===== config.mk =====
export PLATFORM = sky130hd
export DESIGN_NAME = program_loader_flat
export DESIGN_NICKNAME = d
export VERILOG_FILES = /design/src/rtl/loader_pkg.sv /design/src/rtl/program_loader_if.sv /design/src/rtl/program_loader.sv /design/src/flat_wrapper.sv
export SDC_FILE = /design/constraint.sdc
export NUM_CORES = 1
export LEC_CHECK = 0
export BUFFER_PORTS_ARGS = -buffer_cell sky130_fd_sc_hd__buf_2
export CAP_MARGIN = 30
export CELL_PAD_IN_SITES_DETAIL_PLACEMENT = 1
export CELL_PAD_IN_SITES_GLOBAL_PLACEMENT = 2
export CORE_UTILIZATION = 38
export CTS_BUF_LIST = sky130_fd_sc_hd__clkbuf_2 sky130_fd_sc_hd__clkbuf_4 sky130_fd_sc_hd__clkbuf_8
export CTS_CLUSTER_SIZE = 28
export DETAILED_ROUTE_END_ITERATION = 10
export GPL_ROUTABILITY_DRIVEN = 0
export PLACE_DENSITY_LB_ADDON = 0.3
export SETUP_SLACK_MARGIN = 0.15
export SLEW_MARGIN = 20
export SYNTH_ARGS = -nofsm -noshare
export SYNTH_HDL_FRONTEND = slang
export SYNTH_SLANG_ARGS = --single-unit

===== constraint.sdc =====
create_clock -name clk -period 3.21 [get_ports clk]
set_input_delay 0.1605 -clock clk [delete_from_list [all_inputs] [get_ports clk]]
set_output_delay 0.1605 -clock clk [all_outputs]
set_load 0.05 [all_outputs]

===== src/rtl/loader_pkg.sv =====
// Shared definitions for the boot-time program loader: FSM states,
// error codes and the default frame start marker.
package loader_pkg;

  typedef enum logic [2:0] {
    S_IDLE    = 3'd0,
    S_LEN_HI  = 3'd1,
    S_LEN_LO  = 3'd2,
    S_DATA_HI = 3'd3,
    S_DATA_LO = 3'd4,
    S_CHECK   = 3'd5,
    S_DONE    = 3'd6,
    S_ERR     = 3'd7
  } state_t;

  localparam logic [1:0] ERR_NONE = 2'b00;
  localparam logic [1:0] ERR_LEN  = 2'b01;
  localparam logic [1:0] ERR_CHK  = 2'b10;

  localparam logic [7:0] DEFAULT_SYNC_BYTE = 8'hA5;

endpackage


===== src/rtl/program_loader_if.sv =====
// Byte-stream valid/ready channel feeding the program loader.
// master = byte source (host or bench), slave = loader.
interface program_loader_if;
  logic [7:0] in_byte;
  logic       in_valid;
  logic       in_ready;

  modport master (output in_byte, output in_valid, input in_ready);
  modport slave  (input in_byte, input in_valid, output in_ready);
endinterface


===== src/rtl/program_loader.sv =====
// Program loader: parses SYNC/LEN/DATA/CHK frames from a byte stream,
// writes assembled 16-bit words into instruction memory, and keeps the
// CPU in reset until a frame has loaded with a matching checksum.
module program_loader
  import loader_pkg::*;
#(
  parameter logic [15:0] BASE_ADDR = 16'h0000,
  parameter int          DEPTH     = 256,
  parameter logic [7:0]  SYNC_BYTE = DEFAULT_SYNC_BYTE
) (
  input  logic                clk,
  input  logic                pc_reset_n,
  program_loader_if.slave     s_in,
  input  logic                restart,
  output logic                imem_we,
  output logic [15:0]         imem_addr,
  output logic [15:0]         imem_wdata,
  output logic                cpu_hold,
  output logic                load_done,
  output logic [1:0]          err_code
);

  state_t      state_q, state_d;
  logic [15:0] len_q, len_d;
  logic [15:0] idx_q, idx_d;
  logic [7:0]  chk_q, chk_d;
  logic [7:0]  hi_q, hi_d;
  logic        we_q, we_d;
  logic [15:0] addr_q, addr_d;
  logic [15:0] wdata_q, wdata_d;
  logic [1:0]  err_q, err_d;

  logic        ready;
  logic        accept;
  logic [15:0] new_len;
  logic [16:0] idx_inc;

  // Ready depends only on state so the source never sees a valid->ready loop.
  assign ready   = (state_q != S_DONE) && (state_q != S_ERR);
  assign accept  = s_in.in_valid & ready;
  assign new_len = {len_q[15:8], s_in.in_byte};
  assign idx_inc = {1'b0, idx_q} + 17'd1;

  // Next-state, datapath and write-register updates for the frame parser.
  always_comb begin
    state_d = state_q;
    len_d   = len_q;
    idx_d   = idx_q;
    chk_d   = chk_q;
    hi_d    = hi_q;
    we_d    = 1'b0;
    addr_d  = addr_q;
    wdata_d = wdata_q;
    err_d   = err_q;
    case (state_q)
      S_IDLE: begin
        if (accept && s_in.in_byte == SYNC_BYTE) begin
          state_d = S_LEN_HI;
          chk_d   = 8'h00;
          idx_d   = 16'h0000;
        end
      end
      S_LEN_HI: begin
        if (accept) begin
          len_d[15:8] = s_in.in_byte;
          chk_d       = chk_q ^ s_in.in_byte;
          state_d     = S_LEN_LO;
        end
      end
      S_LEN_LO: begin
        if (accept) begin
          len_d[7:0] = s_in.in_byte;
          chk_d      = chk_q ^ s_in.in_byte;
          if ({16'h0000, new_len} > 32'(DEPTH)) begin
            state_d = S_ERR;
            err_d   = ERR_LEN;
          end else if (new_len == 16'h0000) begin
            state_d = S_CHECK;
          end else begin
            state_d = S_DATA_HI;
          end
        end
      end
      S_DATA_HI: begin
        if (accept) begin
          hi_d    = s_in.in_byte;
          chk_d   = chk_q ^ s_in.in_byte;
          state_d = S_DATA_LO;
        end
      end
      S_DATA_LO: begin
        if (accept) begin
          we_d    = 1'b1;
          addr_d  = BASE_ADDR + idx_q;
          wdata_d = {hi_q, s_in.in_byte};
          chk_d   = chk_q ^ s_in.in_byte;
          idx_d   = idx_inc[15:0];
          state_d = (idx_inc < {1'b0, len_q}) ? S_DATA_HI : S_CHECK;
        end
      end
      S_CHECK: begin
        if (accept) begin
          if (s_in.in_byte == chk_q) begin
            state_d = S_DONE;
          end else begin
            state_d = S_ERR;
            err_d   = ERR_CHK;
          end
        end
      end
      S_DONE, S_ERR: begin
        if (restart) begin
          state_d = S_IDLE;
          err_d   = ERR_NONE;
        end
      end
      default: state_d = S_IDLE;
    endcase
  end

  // State and datapath registers; reset aborts any pending write.
  always_ff @(posedge clk or negedge pc_reset_n) begin
    if (!pc_reset_n) begin
      state_q <= S_IDLE;
      len_q   <= 16'h0000;
      idx_q   <= 16'h0000;
      chk_q   <= 8'h00;
      hi_q    <= 8'h00;
      we_q    <= 1'b0;
      addr_q  <= BASE_ADDR;
      wdata_q <= 16'h0000;
      err_q   <= ERR_NONE;
    end else begin
      state_q <= state_d;
      len_q   <= len_d;
      idx_q   <= idx_d;
      chk_q   <= chk_d;
      hi_q    <= hi_d;
      we_q    <= we_d;
      addr_q  <= addr_d;
      wdata_q <= wdata_d;
      err_q   <= err_d;
    end
  end

  assign s_in.in_ready = ready;
  assign imem_we       = we_q;
  assign imem_addr     = addr_q;
  assign imem_wdata    = wdata_q;
  assign cpu_hold      = (state_q != S_DONE);
  assign load_done     = (state_q == S_DONE);
  assign err_code      = err_q;

endmodule

===== src/flat_wrapper.sv =====
// flat-port wrapper written by rule: the top's interface ports become plain ports
module program_loader_flat import loader_pkg::*;
#(
  parameter logic [15:0] BASE_ADDR = 16'h0000,
  parameter int          DEPTH     = 256,
  parameter logic [7:0]  SYNC_BYTE = DEFAULT_SYNC_BYTE
)
  (clk, pc_reset_n, restart, imem_we, imem_addr, imem_wdata, cpu_hold, load_done, err_code, s_in_in_byte, s_in_in_valid, s_in_in_ready);
  program_loader_if s_in_i ();
  input  logic clk;
  input  logic pc_reset_n;
  input  logic restart;
  output logic imem_we;
  output logic [15:0] imem_addr;
  output logic [15:0] imem_wdata;
  output logic cpu_hold;
  output logic load_done;
  output logic [1:0] err_code;
  input wire logic [$bits(s_in_i.in_byte)-1:0] s_in_in_byte;
  input wire logic [$bits(s_in_i.in_valid)-1:0] s_in_in_valid;
  output wire logic [$bits(s_in_i.in_ready)-1:0] s_in_in_ready;
  assign s_in_i.in_byte = s_in_in_byte;
  assign s_in_i.in_valid = s_in_in_valid;
  assign s_in_in_ready = s_in_i.in_ready;
  program_loader #(.BASE_ADDR(BASE_ADDR), .DEPTH(DEPTH), .SYNC_BYTE(SYNC_BYTE)) u_core (.clk(clk), .pc_reset_n(pc_reset_n), .s_in(s_in_i), .restart(restart), .imem_we(imem_we), .imem_addr(imem_addr), .imem_wdata(imem_wdata), .cpu_hold(cpu_hold), .load_done(load_done), .err_code(err_code));
endmodule

==> reports/results.ini <==
[pwr]
p_total_mw = 4.41
p_clk_share_pct = 18.0
seqPwrFrac_pct = 40.0
ir_drop_uv = 457
p_int_mw = 2.41
switchingPower_mw = 2.00
power_density_nw_per_um2 = 869
p_sw_share_pct = 45.3
leakagePower_nw = 2.49
power_frac_comb_pct = 42.1

[placed_design]
io_buffer_count = 49
place_ws_ns = 0.434
dp_hpwl_um = 8000

[cts]
postCtsSetupBuffers = 0
cts-buffers-inserted = 9
clock_latency_ns = 0.38
clock_sinks = 86
clock_path_buffers = 2
ctsHtreeMaxLevel = 3
cts_tree = yes
cts_root_buf = clkbuf_8
cts.reportedPaths.clkPinSlew_ns = 0.10
cts-resized-gates = 0

[logic_synthesis]
synth_flop_cell = dfrtp_1
synth_seq_cells = 86
async_flop_share_pct = 100
synth_cell_types = 50
synth_area_sq_um = 4490
syn_inst = 497
synth_edf_count = 0
yosysSeqAreaShare_pct = 47.9
synthesis.nets = 525
yosysWarnings = 0
syn_avg_cell_area_sq_um = 9.04

[finish]
final.fill_count = 1359
drive_gt1_share_pct = 16.5
nets = 562
final_common_cell = nand2_1
utilization_pct = 44.3
layout_common_cells = nand2_1 (126), dfrtp_1 (86), buf_2 (48), o21ai_0 (35), nand4_1 (22)
seq_area_sq_um = 2150
insertedDiodeCount = 0
multi_input_area_sq_um = 2110
area_growth_pct = 13.1

[timing]
fin_skew_ns = 0.0169
fin_crit_sh_pct = 86.2
min_period_ns = 2.77
max_slew.worst_pin.slew_ns = 0.932
slew_headroom_pct = 37.7
rsz0062_at_grt = false
fmax_mhz = 361
tns_ns = 0
hold_viol_final = 0
setup_ws_ns = 0.442
slew_viol_final = 0
finalSetupViolCount = 0

[hold_path]
min_to = u_core.imem_wdata[0]
hold_class = input pin to flip-flop
hold_depth = 3
hold_path_startpoint = s_in_in_byte[0]

[die]
coreArea_sq_um = 11500
dieArea_sq_um = 12300
die_x_um = 111
num_rows = 39
initial_core_util_pct = 39.2
die_h_um = 111
ios = 50

[setup_path]
crit_path_frequent_cell = and4_1
cp.arrival_ns = 3.08
path_cells = and4_1, and4_1, nand4_1, xnor2_1, ha_1, nand3_1, a2111o_1, and4_1, o21ai_0
cpPeakStageDelay_ns = 0.46
timing.reg2reg.setup_slack_ns = 0.44
r2r-start = u_core.idx_q[2]
path_delay_family = simple AND/OR/NAND/NOR gates
reg2regPathDepth = 9
worstPathMaxFanout = 10
crit_slowest_cell = dfrtp_1
worstPathBufferInverterCount = 0
r2r_end = u_core.state_q[2]
critPathCaptureType = flip-flop
cp.required_ns = 3.52
path_class = flip-flop to flip-flop
start_kind = flip-flop

[route]
drc = 0
drtAntennaViolNets = 0
wl_per_cell_um = 17.3
dr.pass1.iters = 4
wirelength_um = 11800
drt_iter0_drc = 159
num_vias = 3753
via_per_inst = 5.50

[global_route]
antenna_found_initial = 0
grt_max_degree = 66
grt.total_usage_pct = 20.7
grt-ovfl-total = 0
grt_pass1_wl_um = 20300
grt_pass1_vias = 3894

[run]
drv_cap = 0

[outcome]
outcome = finished clean

per-layer routing:
layer	GRT usage [%]	vias to the layer above	wire length, um	part of all wire, %
met5	0	-	0	0
met4	8.62	0	256	2.2
met3	3.34	17	386	3.3
met2	31.9	71	5490	46
met1	29.0	1858	5670	48
li1	-	1807	-	-
worst reg2reg max path: stages (launching register included):
cell	delay (ns)
dfrtp_1	0.46
and4_1	0.29
and4_1	0.46
nand4_1	0.24
xnor2_1	0.18
ha_1	0.30
nand3_1	0.12
a2111o_1	0.32
and4_1	0.20
o21ai_0	0.14
per-stage QoR:
stage | hold slack (ns) | instances | area (sq um)
6_report | 0.125 | 682 | 5080
5_1_grt | 0.131 | 682 | 5080
4_1_cts | 0.111 | 681 | 5050
3_5_place_dp | 0.330 | 664 | 4840
3_3_place_gp | 0.330 | 664 | 4840
2_1_floorplan | -0.135 | 497 | 4490
flip-flops by register name, indices dropped and copies added (netlist names):
register           count
u_core.imem_addr      16
u_core.chk_q           8
u_core.imem_wdata     16
u_core.len_q          16
u_core.idx_q          16
u_core.imem_we         1
u_core.hi_q            8
u_core.state_q         3
u_core.err_code        2
cells in the mapped netlist (4+ instances only):
cell type | instances | share of area (%)
a31oi_1 | 12 | 1.7
and4_1 | 4 | 0.78
nand4_1 | 22 | 3.1
clkbuf_1 | 26 | 2.2
nand3_1 | 13 | 1.4
nand2_1 | 126 | 11
xnor2_1 | 11 | 2.1
o21ai_0 | 35 | 3.9
dfrtp_1 | 86 | 48
a22o_1 | 7 | 1.4
nor2_1 | 10 | 0.84
nor4_1 | 6 | 0.84
xor2_1 | 11 | 2.1
o31ai_1 | 5 | 0.84
or3_1 | 4 | 0.56
inv_1 | 20 | 1.7
a211oi_1 | 9 | 1.5
and3_1 | 4 | 0.56
a21oi_1 | 16 | 1.8
ha_1 | 16 | 4.5
mux2_2 | 9 | 2.3
power by group through the flow:
stage | clock [mW] | sequential, mW | combinational [mW]
floorplan | 0 | 2.11 | 1.03
global placement | 0 | 1.76 | 1.81
detailed placement | 0 | 1.79 | 1.87
CTS | 0.826 | 1.77 | 1.88
global route | 0.867 | 1.83 | 2.04
finish | 0.793 | 1.76 | 1.86
kinds of logic after synthesis:
group	count (synthesis)	synth area share (%)
DFF	86	47.9
and+or+nand+nor	206	21.3
AOI/OAI and AO/OA	103	14.7
muxes	9	2.26
buffers and inverters	55	5.10
xor gates and xnor gates	22	4.29
adders and majority gates	16	4.46
repair_timing:
action                     CTS  global route
hold buffers                 1             0
hold endpoints to repair    63             0
setup endpoints to repair    0             0
worst max-delay path by stage:
stage,slack [ns],endpoint,start,cells after the start
2_1_floorplan,0.82,u_core.state_q[2],u_core.idx_q[2],10
3_3_place_gp,0.55,u_core.state_q[2],u_core.idx_q[2],9
3_5_place_dp,0.43,u_core.state_q[2],u_core.idx_q[2],9
4_1_cts,0.43,u_core.state_q[2],u_core.idx_q[2],9
5_1_grt,0.19,u_core.state_q[2],u_core.idx_q[2],9
6_report,0.44,u_core.state_q[2],u_core.idx_q[2],9
cell type report:
type,count,share of cell area (%)
multi-input cells,356,41.6
repair buffers,61,7.09
inverters,20,1.48
clock buffers,10,2.59
clock inverters,6,1.40
flip-flops and latches,86,42.4
well taps,143,3.52
No activity file was read; power rests on OpenSTA's default activity.
